`src/rtl/bit_pattern_matcher.sv`:
```
// Serial bit-stream pattern recognizer with runtime-programmable pattern, care mask,
// length and overlap mode. Emits a registered one-cycle match pulse and a saturating count.
module bit_pattern_matcher #(
    parameter int                PAT_W       = 16,
    parameter int                CNT_W       = 8,
    parameter logic [PAT_W-1:0]  PAT_DEFAULT = PAT_W'(5'b1_1011),
    parameter int                LEN_DEFAULT = 5,
    parameter bit                OVL_DEFAULT = 1'b1,
    localparam int               LW          = $clog2(PAT_W) + 1
) (
    input  logic             clk,
    input  logic             rst,
    input  logic             bit_in,
    input  logic             bit_valid,
    input  logic             cfg_load,
    input  logic [PAT_W-1:0] cfg_pattern,
    input  logic [PAT_W-1:0] cfg_mask,
    input  logic [LW-1:0]    cfg_len,
    input  logic             cfg_overlap,
    input  logic             cnt_clr,
    output logic             match,
    output logic [CNT_W-1:0] match_cnt,
    output logic             busy_fill
);

    logic [PAT_W-1:0] hist, pattern, mask;
    logic [LW-1:0]    fill, len;
    logic             overlap;

    logic [PAT_W-1:0] hist_next, lenmask;
    logic [LW-1:0]    fill_inc, len_clamped;
    logic             hit;

    always_comb begin
        lenmask = '0;
        for (int i = 0; i < PAT_W; i++)
            lenmask[i] = (i < int'(len));
    end

    always_comb begin
        len_clamped = cfg_len;
        if (cfg_len == '0)
            len_clamped = LW'(1);
        else if (cfg_len > LW'(PAT_W))
            len_clamped = LW'(PAT_W);
    end

    // fill saturates at len; reaching len means the window is fully populated (ARMED)
    assign hist_next = {hist[PAT_W-2:0], bit_in};
    assign fill_inc  = (fill < len) ? fill + LW'(1) : fill;
    assign hit       = bit_valid & ~cfg_load & (fill_inc >= len) &
                       (((hist_next ^ pattern) & mask & lenmask) == '0);
    assign busy_fill = (fill < len);

    always_ff @(posedge clk) begin
        if (rst) begin
            hist    <= '0;
            fill    <= '0;
            pattern <= PAT_DEFAULT;
            mask    <= '1;
            len     <= LW'(LEN_DEFAULT);
            overlap <= OVL_DEFAULT;
            match   <= 1'b0;
        end else if (cfg_load) begin
            pattern <= cfg_pattern;
            mask    <= cfg_mask;
            len     <= len_clamped;
            overlap <= cfg_overlap;
            hist    <= '0;
            fill    <= '0;
            match   <= 1'b0;
        end else if (bit_valid) begin
            hist  <= hist_next;
            fill  <= (hit && !overlap) ? '0 : fill_inc;
            match <= hit;
        end else begin
            match <= 1'b0;
        end
    end

    // Count on the same edge that raises match, so match_cnt and match update together
    always_ff @(posedge clk) begin
        if (rst || cnt_clr)
            match_cnt <= '0;
        else if (hit && match_cnt != '1)
            match_cnt <= match_cnt + CNT_W'(1);
    end

endmodule

```
`config.mk`:
```
export PLATFORM = sky130hd
export DESIGN_NAME = bit_pattern_matcher
export DESIGN_NICKNAME = d
export VERILOG_FILES = /design/src/rtl/bit_pattern_matcher.sv
export SDC_FILE = /design/constraint.sdc
export NUM_CORES = 1
export LEC_CHECK = 0
export CAP_MARGIN = 20
export CELL_PAD_IN_SITES_DETAIL_PLACEMENT = 1
export CELL_PAD_IN_SITES_GLOBAL_PLACEMENT = 2
export CORE_MARGIN = 2
export CORE_UTILIZATION = 29
export CTS_CLUSTER_SIZE = 25
export DETAILED_ROUTE_END_ITERATION = 16
export GPL_TIMING_DRIVEN = 0
export PLACE_DENSITY = 0.78
export SLEW_MARGIN = 5
export SYNTH_ARGS = -nofsm -noshare
export SYNTH_HDL_FRONTEND = slang
export SYNTH_SLANG_ARGS = --single-unit
```
`constraint.sdc`:
```
create_clock -name clk -period 3.2 [get_ports clk]
set_clock_uncertainty 0.05 [all_clocks]
set_input_delay 0.8 -clock clk [delete_from_list [all_inputs] [get_ports clk]]
set_output_delay 0.8 -clock clk [all_outputs]
set_load 0.1 [all_outputs]
```
Word-level counts from Yosys, hierarchy flattened
Cells that the tools add are included.

Word-level logic and storage cells: 50. Bits in registers: 67. Output and inout port bits: 10. Bits of input ports: 44.

Order comparisons: 19. Reductions and logical operators: 8. Bitwise gates (word level): 8. Equality and inequality tests: 1. Add/sub/neg operators: 2. Multiplexer cells: 4.

Operator list (number): 4-bit by 5-bit less-than comparator with 1-bit output, first input constant (8); 16-bit bitwise AND (2); 3-bit by 5-bit less-than comparator with 1-bit output, first input constant (4); 5-bit 2-to-1 mux (4); 16-bit logical NOT (1); 16-bit XOR (1); 1-bit by 5-bit less-than comparator with 1-bit output, first input constant (2); 2-bit by 5-bit less-than comparator with 1-bit output, first input constant (2); 8-bit by 1-bit adder with 8-bit output, second input constant (1); 8-bit inequality test, second input constant (1); 5-bit by 1-bit adder with 5-bit output, second input constant (1); 5-bit >= comparator (1); 5-bit greater-than comparator, second input constant (1); 5-bit logical NOT (1); 5-bit less-than comparator (1); 1-bit bitwise AND (3); 3-bit OR reduction (1); 1-bit logical AND (2); 1-bit NOT (2); 2-bit OR reduction (1); 1-bit logical NOT (1); 1-bit logical OR (1).

Depth between registers and ports, before layout
Depth after elaboration: 7. Depth in mapped cells: 17. Mapped depth without buffers: 15.

Worst setup path before layout
OpenSTA, ideal clock, no wires.

Kind: flip-flop to flip-flop. Start point: register len[1]. End point: register match_cnt[6]. Path buffers: 2. Path slack: -128 ps. Setup time: 128 ps. Period minus slack after synthesis: 3328 ps. Data required time: 3022 ps. Arrival time: 3150 ps. Stages on the path, launching flop included: 17. Path through: dfxtp_1 -> clkbuf_2 -> inv_1 -> ha_1 -> a21o_1 -> a21oi_1 -> o21ai_1 -> mux2_2 -> ha_1 -> nand2_1 -> o21ai_0 -> a31oi_1 -> nor4_2 -> nand2_2 -> buf_2 -> nor4_1 -> nor3_1.

Cells in the longest elaborated chain, start to end: 6. Elaborated cells on any way between the ends: 24. Classes of those cells: 18 x order compare; 1 x mux; 3 x bitwise; 2 x reduce/logical.

Ends and longest elaborated chain: start, declared (line 27) `logic [LW-1:0] fill, len;`; start signal, assigned (line 61) `len <= LW'(LEN_DEFAULT);`; start signal, assigned (line 67) `len <= len_clamped;`; 5-bit less-than comparator (line 50) `assign fill_inc = (fill < len) ? fill + LW'(1) : fill;`; 5-bit 2-to-1 mux (line 50); 5-bit >= comparator (line 51) `assign hit = bit_valid & ~cfg_load & (fill_inc >= len) &`; 1-bit bitwise AND (line 51); 1-bit bitwise AND (*) (line 51); 1-bit logical AND (*) (line 85) `else if (hit && match_cnt != '1)`; end signal, assigned (line 86) `match_cnt <= match_cnt + CNT_W'(1);`; end, declared (line 22) `output logic [CNT_W-1:0] match_cnt,`.

Mark *: on every way between the ends. The rest lies on a longest branch, timed or not. A chain may end at the register's enable or synchronous reset.

Final worst setup path
Start point: register len[2]. End point: register fill[2].

Cells in the longest elaborated chain, start to end: 7. Elaborated cells on any way between the ends: 25. Classes of those cells: 18 x order compare; 2 x mux; 3 x bitwise; 2 x reduce/logical.

Ends and longest elaborated chain: 5-bit less-than comparator (line 50); 5-bit 2-to-1 mux (line 50); 5-bit >= comparator (line 51); 1-bit bitwise AND (2 in a row) (line 51); 1-bit logical AND (line 74) `fill <= (hit && !overlap) ? '0 : fill_inc;`; 5-bit 2-to-1 mux (*) (line 74); end signal, assigned (line 74); end, declared (line 27).

Marks and branches as above.

==> summary.md <==
| Metric | Value |
|---|---|
| Register Area | `between 0.001 and 0.0015 mm^2` |
| WL/cell | `16.8 um` |
| Detailed placement HPWL | `a little under 7 mm` |
| Mean Syn Cell Area | `slightly above 9 um^2` |
| Fin. max-slew vios | `0` |
| FFs w/ async S/R, synth | `0%` |
| Pleak | `~1.8 nW` |
| Largest stage delay on the critical path | `350 ps` |
| Register area share after synthesis | `41.4%` |
| Outcome | `finished, final reports clean` |
| Ports | `54` |
| Pwr Density | `approximately 400 mW/mm^2` |
| Switching Power | `about 530 uW` |
| Die Ht | `110 um` |
| Max Fanout on Critical Path | `6` |
| Crit path kind | `flip-flop to flip-flop` |
| Gr usage total | `~17%` |
| Post-synth EDFFs | `0` |
| Clk sink count | `between 60 and 70` |
| Worst Setup End Kind | `flip-flop` |
| Synth top area share | `~41%` |
| Initial core utilization | `roughly 30%` |
| Crit path max-delay family | `compound AO/OA/AOI/OAI gates` |
| Most area-consuming cells after synthesis | `dfxtp_1 41%, mux2i_1 9.0%, a211o_1 5.9%, nor2_1 4.6%, xor2_1 4.6%` |
| Period utilization | `a little over nine tenths` |
| Via density | `5.11` |
| Final net count | `approximately 490` |
| Max cap viols | `0` |
| Worst-path cell chain | `buf_6 -> clkinvlp_4 -> ha_4 -> a21oi_4 -> o21ai_4 -> mux2_4 -> ha_4 -> nand2_2 -> o21ai_4 -> a31oi_4 -> nor4_4 -> buf_6 -> nand2_8 -> buf_6 -> o2111ai_4 -> o211ai_1` |
| Vias in the first global route | `~3100` |
| Layout cells sized above 1 | `18.6%` |
| Fmax | `around 0.33 GHz` |
| CP most frequent cell | `buf_6` |
| Hold_buf cts | `0` |
| Worst-margin pin slew | `just under 1000 ps` |
| Sw frac | `roughly 29%` |
| Top cell type by total area after synthesis | `dfxtp_1` |
| Clock Tree Buf Depth | `2` |
| Core Region | `0.0109 mm^2` |
| Clk_lat worst skew | `between 300 and 400 ps` |
| Synthesized flop and latch total | `67` |
| Adder-cell share of the synthesized area | `4.25%` |
| CTS H-tree lvls | `3` |
| Multi-input logic area | `0.00205 mm^2` |
| YS warnings | `0` |
| CTS Buf Count | `9` |
| Filler cell count | `around 1300` |
| Combinational family with the most area after synthesis | `simple AND/OR/NAND/NOR gates` |
| IO buf count | `52` |
| Synth top cells by count | `67 x dfxtp_1, 40 x nor2_1, 29 x mux2i_1` |
| Routed WL | `approximately 9.7 mm` |
| Detailed-router iteration count before antenna repair | `4` |
| Mapped cell area | `approximately 0.0032 mm^2` |
| Synth Area in XOR/XNOR | `~5.4%` |
| Max VDD drop | `0.000201 V` |
| Final setup margin | `between 100 and 150 ps` |
| Simple-gate share of the synthesized area | `a little under a fifth` |
| Cell with the most instances after synthesis | `dfxtp_1` |
| Buf/Inv on CP | `4` |
| Relative slew margins | `about a third` |
| DRC | `0` |
| Total number of vias | `approximately 2900` |
| Synth Net Count | `between 400 and 500` |
| Clock transition at path regs | `roughly 80 ps` |
| Power, Total | `1.83 mW` |
| Final setup vio count | `0` |
| Post-synthesis mux area share | `under 10%` |
| Die X | `110 um` |
| Gr ovfl total | `0` |
| Drt first-iter violations | `65` |
| Clock Power Share | `between 30% and 40%` |
| Slowest-stage cell, CP | `mux2_4` |
| CP Launch Type | `flip-flop` |
| CTS root buf | `clkbuf_8` |
| Setup WS pre-CTS | `-554 ps` |
| Post-route ant nets | `0` |
| Final Hold Viols | `0` |
| First-pass GRT wire length | `about 16 mm` |
| Top_reg_cell synth | `dfxtp_1` |
| Post-Synthesis Cells | `350` |
| Internal | `between 1 and 1.5 mW` |
| Period minus WS final | `between 3000 and 4000 ps` |
| Die Area | `roughly 0.012 mm^2` |
| Synth Area in Compound Gates | `17.7%` |
| Hold Crit Class | `flip-flop to flip-flop` |
| CTS tree | `built` |
| Initial antenna violation count | `0` |
| Gpl congestion | `0.752` |
| Cell row count | `38` |
| Gate power share | `16.3%` |
| Diode count | `0` |
| Yosys cell types | `50` |
| Crit path required time | `about 3400 ps` |
| Seq pwr share | `between 40% and 50%` |
| Area delta synth->final | `40.4%` |
| Crit path arrival time | `3250 ps` |
| Fin area | `between 0.004 and 0.005 mm^2` |
| Placed cell areas | `between 0.003 and 0.004 mm^2` |
| Pin count of the biggest net entering global routing | `13` |
[layout by cell type, fill, tap and decap left out, types with 3 or more instances in the layout]
master            n
dfxtp_1          62
clkdlybuf4s50_1  51
nor2_1           39
mux2i_1          29
a211o_1          22
nor2b_1          21
xor2_1           16
clkbuf_1         15
nand2_1          14
buf_4            13
nand3_1          10
a21oi_1           9
clkbuf_8          9
o211ai_1          7
buf_6             7
ha_4              6
nand4_1           5
or3_1             5
o21ai_1           4
a21o_1            3
clkinvlp_4        3
inv_1             3
a32oi_1           3
o21ai_0           3
nor3_1            3
o21a_1            3
ha_1              3
dfxtp_2           3
[power by group through the flow]
stage	logic, mW	clock network, mW	registers (mW)
global placement	0.243	0	0.913
global route	0.327	0.699	0.902
finish	0.299	0.637	0.896
floorplan	0.148	0	0.903
detailed placement	0.248	0	0.914
CTS	0.280	0.655	0.896
[tightest hold or removal path, cell delays in order, from the launching register on]
cell     delay (ps)
dfxtp_1         340
o21ai_1          80
a21oi_1          60
[flip-flops by register name (all words and copies together), names as in the netlist]
| signal | cells |
|---|---|
| overlap | 1 |
| fill | 5 |
| hist | 15 |
| match_cnt | 8 |
| mask | 16 |
| match | 1 |
| len | 5 |
| pattern | 16 |
[cell families after synthesis]
family	count (synthesis)
AO/OA/AOI/OAI	77
XOR/XNOR	20
adder cells (fa/ha/maj)	11
buffers and inverters	27
flip-flops	67
multiplexers	30
AND/OR/NAND/NOR	118
[path summary, 6_finish.rpt]
check	endpoint	from	slack (ps)	cells after the start
min reg2reg	match_cnt[4]$_SDFFE_PP0P_	match_cnt[4]$_SDFFE_PP0P_	470	2
min	match_cnt[4]$_SDFFE_PP0P_	match_cnt[4]$_SDFFE_PP0P_	470	2
max reg2reg	fill[2]$_SDFFE_PP0P_	len[2]$_SDFFE_PP1P_	130	16
max	fill[2]$_SDFFE_PP0P_	len[2]$_SDFFE_PP1P_	130	16
[layout make-up]
type / instances / area share [%]
buffer: 19 / 2.09
clock buffer: 11 / 2.89
clock inverter: 5 / 0.853
inverter: 7 / 0.908
multi-input combinational: 257 / 45.0
sequential: 67 / 29.7
tap: 140 / 3.85
timing repair buffer: 69 / 14.6
[layer usage]
layer  share of wire (%)  track usage, %
met1                  44            20.6
met2                  51            30.1
met3                 2.9            3.68
met4                 2.1            6.33
met5                   0               0
[stage by stage]
step / instances / hold WS (ps) / util [%] / setup TNS, ps
finish: 575 / 466 / 41.8 / 0
global route: 575 / 502 / 41.8 / -32.9
CTS: 567 / 466 / 40.0 / -123
detailed placement: 542 / 446 / 36.2 / -6280
global placement: 542 / 437 / 36.2 / -6610
floorplan: 350 / 430 / - / 0
[timing repair]
action / in CTS / in global routing
gates cloned: 2 / 0
setup endpoints to repair: 15 / 15
pin swaps: 26 / 14
resized for setup: 50 / 24
buffers inserted: 8 / 9
Note: power is estimated with default switching activity, not from simulation.
